==> src/rtl/pe_accumulator_pkg.sv <==
// -----------------------------------------------------------------------------
// pe_accumulator_pkg
//   Shared parameters and types for the PE accumulator stage.
//   - ACC_DATA_WIDTH    : width of partial sums and of the final result.
//   - DEFAULT_CNT_WIDTH : default width of the accumulation-length counter.
//   - acc_state_t       : accumulator control states.
// -----------------------------------------------------------------------------
package pe_accumulator_pkg;

  localparam int ACC_DATA_WIDTH    = 32;
  localparam int DEFAULT_CNT_WIDTH = 16;

  typedef enum logic [1:0] {
    IDLE  = 2'd0,
    ACCUM = 2'd1,
    DONE  = 2'd2
  } acc_state_t;

endpackage : pe_accumulator_pkg

==> src/rtl/pe_accumulator.sv <==
// -----------------------------------------------------------------------------
// pe_accumulator
//   Accumulator register stage sitting directly after the MAC adder of a PE.
//   The partial-sum register feeds the adder's second operand, so the adder
//   produces product + partial sum each cycle and this block simply stores the
//   adder output. After a programmed number of accepted sums the last stored
//   value is presented as the result on a valid/ready interface.
//
// Ports:
//   clk, reset          clock; asynchronous active-high reset
//   start               begin a job (honoured in IDLE, or in DONE together
//                       with result_ready for a back-to-back restart)
//   flush               synchronous abort to IDLE; beats every other input
//   num_accumulations   number of sums to accept (latched on start)
//   use_bias, bias      preload bias (1) or zero (0) into the partial sum
//   sum, sum_valid      adder output and its qualifier
//   sum_ready           high in ACCUM only
//   acc_out             partial-sum register, to adder operand 1
//   result, result_valid, result_ready   final value handshake
//   busy                state is not IDLE
// -----------------------------------------------------------------------------
module pe_accumulator
  import pe_accumulator_pkg::*;
#(
  parameter int CNT_WIDTH = pe_accumulator_pkg::DEFAULT_CNT_WIDTH
) (
  input  logic                             clk,
  input  logic                             reset,
  input  logic                             start,
  input  logic                             flush,
  input  logic [CNT_WIDTH-1:0]             num_accumulations,
  input  logic                             use_bias,
  input  logic signed [ACC_DATA_WIDTH-1:0] bias,
  input  logic signed [ACC_DATA_WIDTH-1:0] sum,
  input  logic                             sum_valid,
  output logic                             sum_ready,
  output logic signed [ACC_DATA_WIDTH-1:0] acc_out,
  output logic signed [ACC_DATA_WIDTH-1:0] result,
  output logic                             result_valid,
  input  logic                             result_ready,
  output logic                             busy
);

  acc_state_t                 state_q, state_d;
  logic [ACC_DATA_WIDTH-1:0]  acc_q, acc_d;
  logic [ACC_DATA_WIDTH-1:0]  result_q, result_d;
  logic [CNT_WIDTH-1:0]       cnt_q, cnt_d;
  logic [CNT_WIDTH-1:0]       target_q, target_d;

  logic [ACC_DATA_WIDTH-1:0]  preload;
  logic [CNT_WIDTH-1:0]       cnt_inc;
  logic                       start_ok;

  assign preload = use_bias ? bias : '0;

  // cnt never exceeds target (at most 2^CNT_WIDTH-1), so this cannot wrap
  // while a job is in progress.
  assign cnt_inc = cnt_q + CNT_WIDTH'(1);

  // A start is only honoured when no result is pending: from IDLE, or from
  // DONE in the same cycle the pending result is taken downstream.
  assign start_ok = start && ((state_q == IDLE) ||
                              ((state_q == DONE) && result_ready));

  // NOTE: every signal assigned in this block gets its hold value first, so
  // no path through the case/if tree can leave it unassigned and infer a latch.
  always_comb begin
    state_d  = state_q;
    acc_d    = acc_q;
    result_d = result_q;
    cnt_d    = cnt_q;
    target_d = target_q;

    unique case (state_q)
      IDLE: ;  // only start_ok / flush below move us out of IDLE
      ACCUM: begin
        // sum_ready is high throughout ACCUM, so sum_valid alone is a transfer.
        if (sum_valid) begin
          acc_d = sum;
          cnt_d = cnt_inc;
          if (cnt_inc == target_q) begin
            result_d = sum;
            state_d  = DONE;
          end
        end
      end
      DONE: begin
        if (result_ready && !start) state_d = IDLE;
      end
      default: state_d = IDLE;
    endcase

    if (start_ok) begin
      acc_d    = preload;
      cnt_d    = '0;
      target_d = num_accumulations;
      if (num_accumulations == '0) begin
        // Zero-length job: the preload itself is the result.
        result_d = preload;
        state_d  = DONE;
      end else begin
        state_d  = ACCUM;
      end
    end

    if (flush) begin
      state_d = IDLE;
      acc_d   = '0;
      cnt_d   = '0;
    end
  end

  // NOTE: state registers use non-blocking assignments so every flop samples
  // the pre-edge values, independent of statement order across blocks.
  always_ff @(posedge clk or posedge reset) begin
    if (reset) begin
      state_q  <= IDLE;
      acc_q    <= '0;
      result_q <= '0;
      cnt_q    <= '0;
      target_q <= '0;
    end else begin
      state_q  <= state_d;
      acc_q    <= acc_d;
      result_q <= result_d;
      cnt_q    <= cnt_d;
      target_q <= target_d;
    end
  end

  // All outputs come straight from registers/state: no sum-to-output path.
  assign sum_ready    = (state_q == ACCUM);
  assign result_valid = (state_q == DONE);
  assign busy         = (state_q != IDLE);
  assign acc_out      = acc_q;
  assign result       = result_q;

endmodule : pe_accumulator

==> config.mk <==
export PLATFORM = sky130hd
export DESIGN_NAME = pe_accumulator
export DESIGN_NICKNAME = d
export VERILOG_FILES = /design/src/rtl/pe_accumulator_pkg.sv /design/src/rtl/pe_accumulator.sv
export SDC_FILE = /design/constraint.sdc
export NUM_CORES = 1
export LEC_CHECK = 0
export BUFFER_PORTS_ARGS = -buffer_cell sky130_fd_sc_hd__buf_2
export CORE_ASPECT_RATIO = 1.2
export CORE_UTILIZATION = 43
export CTS_BUF_LIST = sky130_fd_sc_hd__clkbuf_16
export CTS_CLUSTER_SIZE = 40
export DETAILED_ROUTE_END_ITERATION = 10
export GPL_ROUTABILITY_DRIVEN = 0
export PLACE_DENSITY = 0.68
export SLEW_MARGIN = 15
export SYNTH_ARGS = -nofsm -noshare
export SYNTH_HDL_FRONTEND = slang
export SYNTH_SLANG_ARGS = --single-unit
==> constraint.sdc <==
create_clock -name clk -period 10.3 [get_ports clk]
set_clock_uncertainty 0.05 [all_clocks]
set_input_delay 2.575 -clock clk [delete_from_list [all_inputs] [get_ports clk]]
set_output_delay 2.575 -clock clk [all_outputs]
set_load 0.01 [all_outputs]
==> impl_metrics.toml <==
[critical_path]
r2r_cells = 9
crit_required_ns = 10.45
reg2reg_slack_ns = 7.01
cp_max_fo = 96
cp_data_arrival_time_ns = 5.06
crit_type = "in -> reg"
crit_path_end_kind = "flip-flop"
cp-start-kind = "primary input"
r2r-start = "cnt_q[0]$_DFFE_PP0P_"
timing.rr.end = "result[20]$_DFF_PP0_"

[flow_run]
cap_viol_max_count = 0

[power]
irDropWorstVdd_mv = 0.06889
p_total_uw = 849.3
powerDensity_nw_per_um2 = 131.4
total_leakage_power_nw = 2.939

[layout]
fillers = 1138
nNetsFinal = 810
diodes = 0
drive_above_1_share_pct = 28.10
syn_to_final_growth_pct = 17.84

[clock_network]
cts-resized-gates = 0
clkSinkCount = 98
ctsHtreeMaxLevel = 3
clk_path_buf_depth = 2
clkLatencyLatePin_ns = 0.34
hold_buffers = 0
cts_tree = "built"
clk_pin_slew_ns = 0.06
root_buffer = "clkbuf_16"
cts_setup_buffers = 0
numCtsBuffers = 9

[place]
portBuffers = 153
dp_hpwl_mm = 9.806

[die]
core_area_um2 = 12280
io_pins = 154
num_rows = 44
start_util_pct = 44.67
die-area_um2 = 13210
die_width_um = 105.1
dieHeight_um = 125.7

[worst_hold_path]
worstHoldPathType = "reg -> reg"
min_path_cells = 1
hp-start = "target_q[3]$_DFFE_PP0P_"
hold_path_end = "target_q[3]$_DFFE_PP0P_"

[timing]
period_share_pct = 47.73
fin_setup_tns_ns = 0
maxSlewHeadroom_pct = 24.99
rsz0062_at_grt = "no"
hold_viol = 0
hold_ws_ns = 0.4899
finalSetupViolCount = 0
worst_pin_slew_ns = 1.125
drv_slew = 0
fmax_ghz = 0.2034
period_needed_ns = 4.916

[yosys]
synth_edf_count = 0
synthFlopType = "dfrtp_1"
synth_fp_nets = 691
async_reset_ff_share_pct = 100.0
synthDistinctLibCells = 49
synth_area_um2 = 5484
yosysSeqAreaShare_pct = 44.72
netlist_instances = 603
ys_ff_latch = 98
avgSynthCellArea_um2 = 9.095
yosys_warnings = 0

[routing]
vias = 4966
ant_nets = 0
drtPass1Iterations = 5
vias_per_cell = 5.599
remaining_drc_errors = 0
drt_iter0_drc = 375
drt-total-wl_mm = 14.67
wl_per_cell_um = 16.54

[global_route]
grt_start_max_net_pins = 97
antenna_found_initial = 0
grt_pass1_vias = 4800
grt.overflow.total = 0
grt_pass1_wl_mm = 23.86
track_usage_pct = 22.70

[outcome]
status = "completed"
kinds of logic (layout without fill, tap and decap cells):
| kind of cell | after synthesis | in the layout | share of synthesized area, % |
|---|---|---|---|
| xor gates and xnor gates | 32 | 32 | 5.110 |
| AOI/OAI and AO/OA | 149 | 149 | 16.45 |
| buffers and inverters | 53 | 176 | 5.453 |
| and+or+nand+nor | 220 | 220 | 18.55 |
| DFF | 98 | 98 | 44.72 |
| adders and majority gates | 1 | 1 | 0.2281 |
| muxes | 50 | 50 | 9.491 |
flip-flops by register name (all words and copies together) (netlist names):
register	count
state_q	2
cnt_q	16
result	32
target_q	16
acc_out	32
synth_stat cells, types with 2 or more instances:
cell type	number	area [um2]
buf_6	8	90.09
nor2_1	57	214.0
a311oi_1	33	289.0
mux2_2	16	180.2
nand2b_1	4	25.02
inv_1	4	15.01
nor3b_2	2	25.02
or2_2	3	18.77
dlygate4sd1_1	4	35.03
mux2i_1	34	340.3
nor2b_1	3	18.77
nor3_1	5	25.02
o31ai_1	3	22.52
nand4_1	6	37.54
a21oi_1	101	505.5
nor4_1	4	25.02
xnor2_1	16	140.1
or4_4	2	22.52
nand2_1	112	420.4
xor2_1	16	140.1
o21ai_0	6	30.03
nand3_1	7	35.03
nand3b_1	2	15.01
clkbuf_1	33	123.9
dfrtp_1	98	2452
power breakdown:
part,leakage (nW),switching [mW],total (mW),internal [mW]
sequential,1.31,0.0158,0.422,0.406
combinational,1.50,0.0752,0.131,0.0557
clock,0.129,0.138,0.297,0.159
total,2.94,0.229,0.849,0.620
worst max-delay path, cell delays in order:
cell and delay, ns:
buf_2 0.10, nor2b_1 0.16, or3b_4 0.80, nand2b_4 0.89, nor2_1 0.17, a21oi_1 0.17, mux2i_1 0.10
metal layers:
metal | part of all wire (%) | vias to the layer above | track usage [%]
met1 | 40 | 2401 | 27.57
li1 | - | 2353 | -
met3 | 6.9 | 32 | 6.315
met5 | 0 | - | 0
met2 | 50 | 180 | 37.94
met4 | 2.8 | 0 | 9.528
cells in the final DEF (no fill, tap or decap), types with 2 or more instances in the layout:
| cell | Yosys | layout |
|---|---|---|
| mux2_2 | 16 | 16 |
| nor2b_1 | 3 | 3 |
| or4_4 | 2 | 2 |
| xor2_1 | 16 | 16 |
| a21oi_1 | 101 | 101 |
| nand3b_1 | 2 | 2 |
| nor4_1 | 4 | 4 |
| clkinv_1 | 0 | 2 |
| nor2_1 | 57 | 57 |
| nor3b_2 | 2 | 2 |
| xnor2_1 | 16 | 16 |
| dfrtp_1 | 98 | 98 |
| buf_2 | 0 | 153 |
| mux2i_1 | 34 | 34 |
| o21ai_0 | 6 | 6 |
| buf_4 | 0 | 4 |
| inv_1 | 4 | 5 |
| nand3_1 | 7 | 7 |
| o31ai_1 | 3 | 3 |
| clkbuf_16 | 0 | 9 |
| a311oi_1 | 33 | 33 |
| nand2b_1 | 4 | 3 |
| nand4_1 | 6 | 6 |
| nor3_1 | 5 | 5 |
| nand2_1 | 112 | 112 |
| or2_2 | 3 | 3 |
how the worst max path moves through the flow:
stage | from | endpoint | slack, ns | depth (start not counted)
after detailed placement | result_ready | result[22]$_DFF_PP0_ | 5.03 | 7
after global routing | result_ready | result[25]$_DFF_PP0_ | 5.07 | 7
after floorplan | reset | acc_out[0]$_DFFE_PP0P_ | 5.11 | 1
after global placement | result_ready | result[22]$_DFF_PP0_ | 5.19 | 7
final | result_ready | result[27]$_DFF_PP0_ | 5.38 | 7
after CTS | result_ready | result[27]$_DFF_PP0_ | 5.40 | 7
stage by stage:
| stage | util (%) | setup slack (ns) | cells | cell area [um2] |
|---|---|---|---|---|
| 6_report | 52.64 | 5.384 | 887 | 6462 |
| 5_1_grt | 52.64 | 5.073 | 887 | 6462 |
| 4_1_cts | 52.64 | 5.402 | 887 | 6462 |
| 3_5_place_dp | 50.58 | 5.032 | 872 | 6210 |
| 3_3_place_gp | 50.58 | 5.191 | 872 | 6210 |
| 2_1_floorplan | - | 5.113 | 603 | 5484 |
cell type report:
type | count | area (um2) | share of cell area (%)
Multi-Input combinational cell | 452 | 2743 | 42.44
Timing Repair Buffer | 157 | 795.8 | 12.31
Inverter | 4 | 17.52 | 0.2711
Clock inverter | 6 | 27.53 | 0.4259
Sequential cell | 98 | 2452 | 37.95
Clock buffer | 9 | 225.2 | 3.485
Tap cell | 161 | 201.4 | 3.117
(Power assumes the default switching activity.)
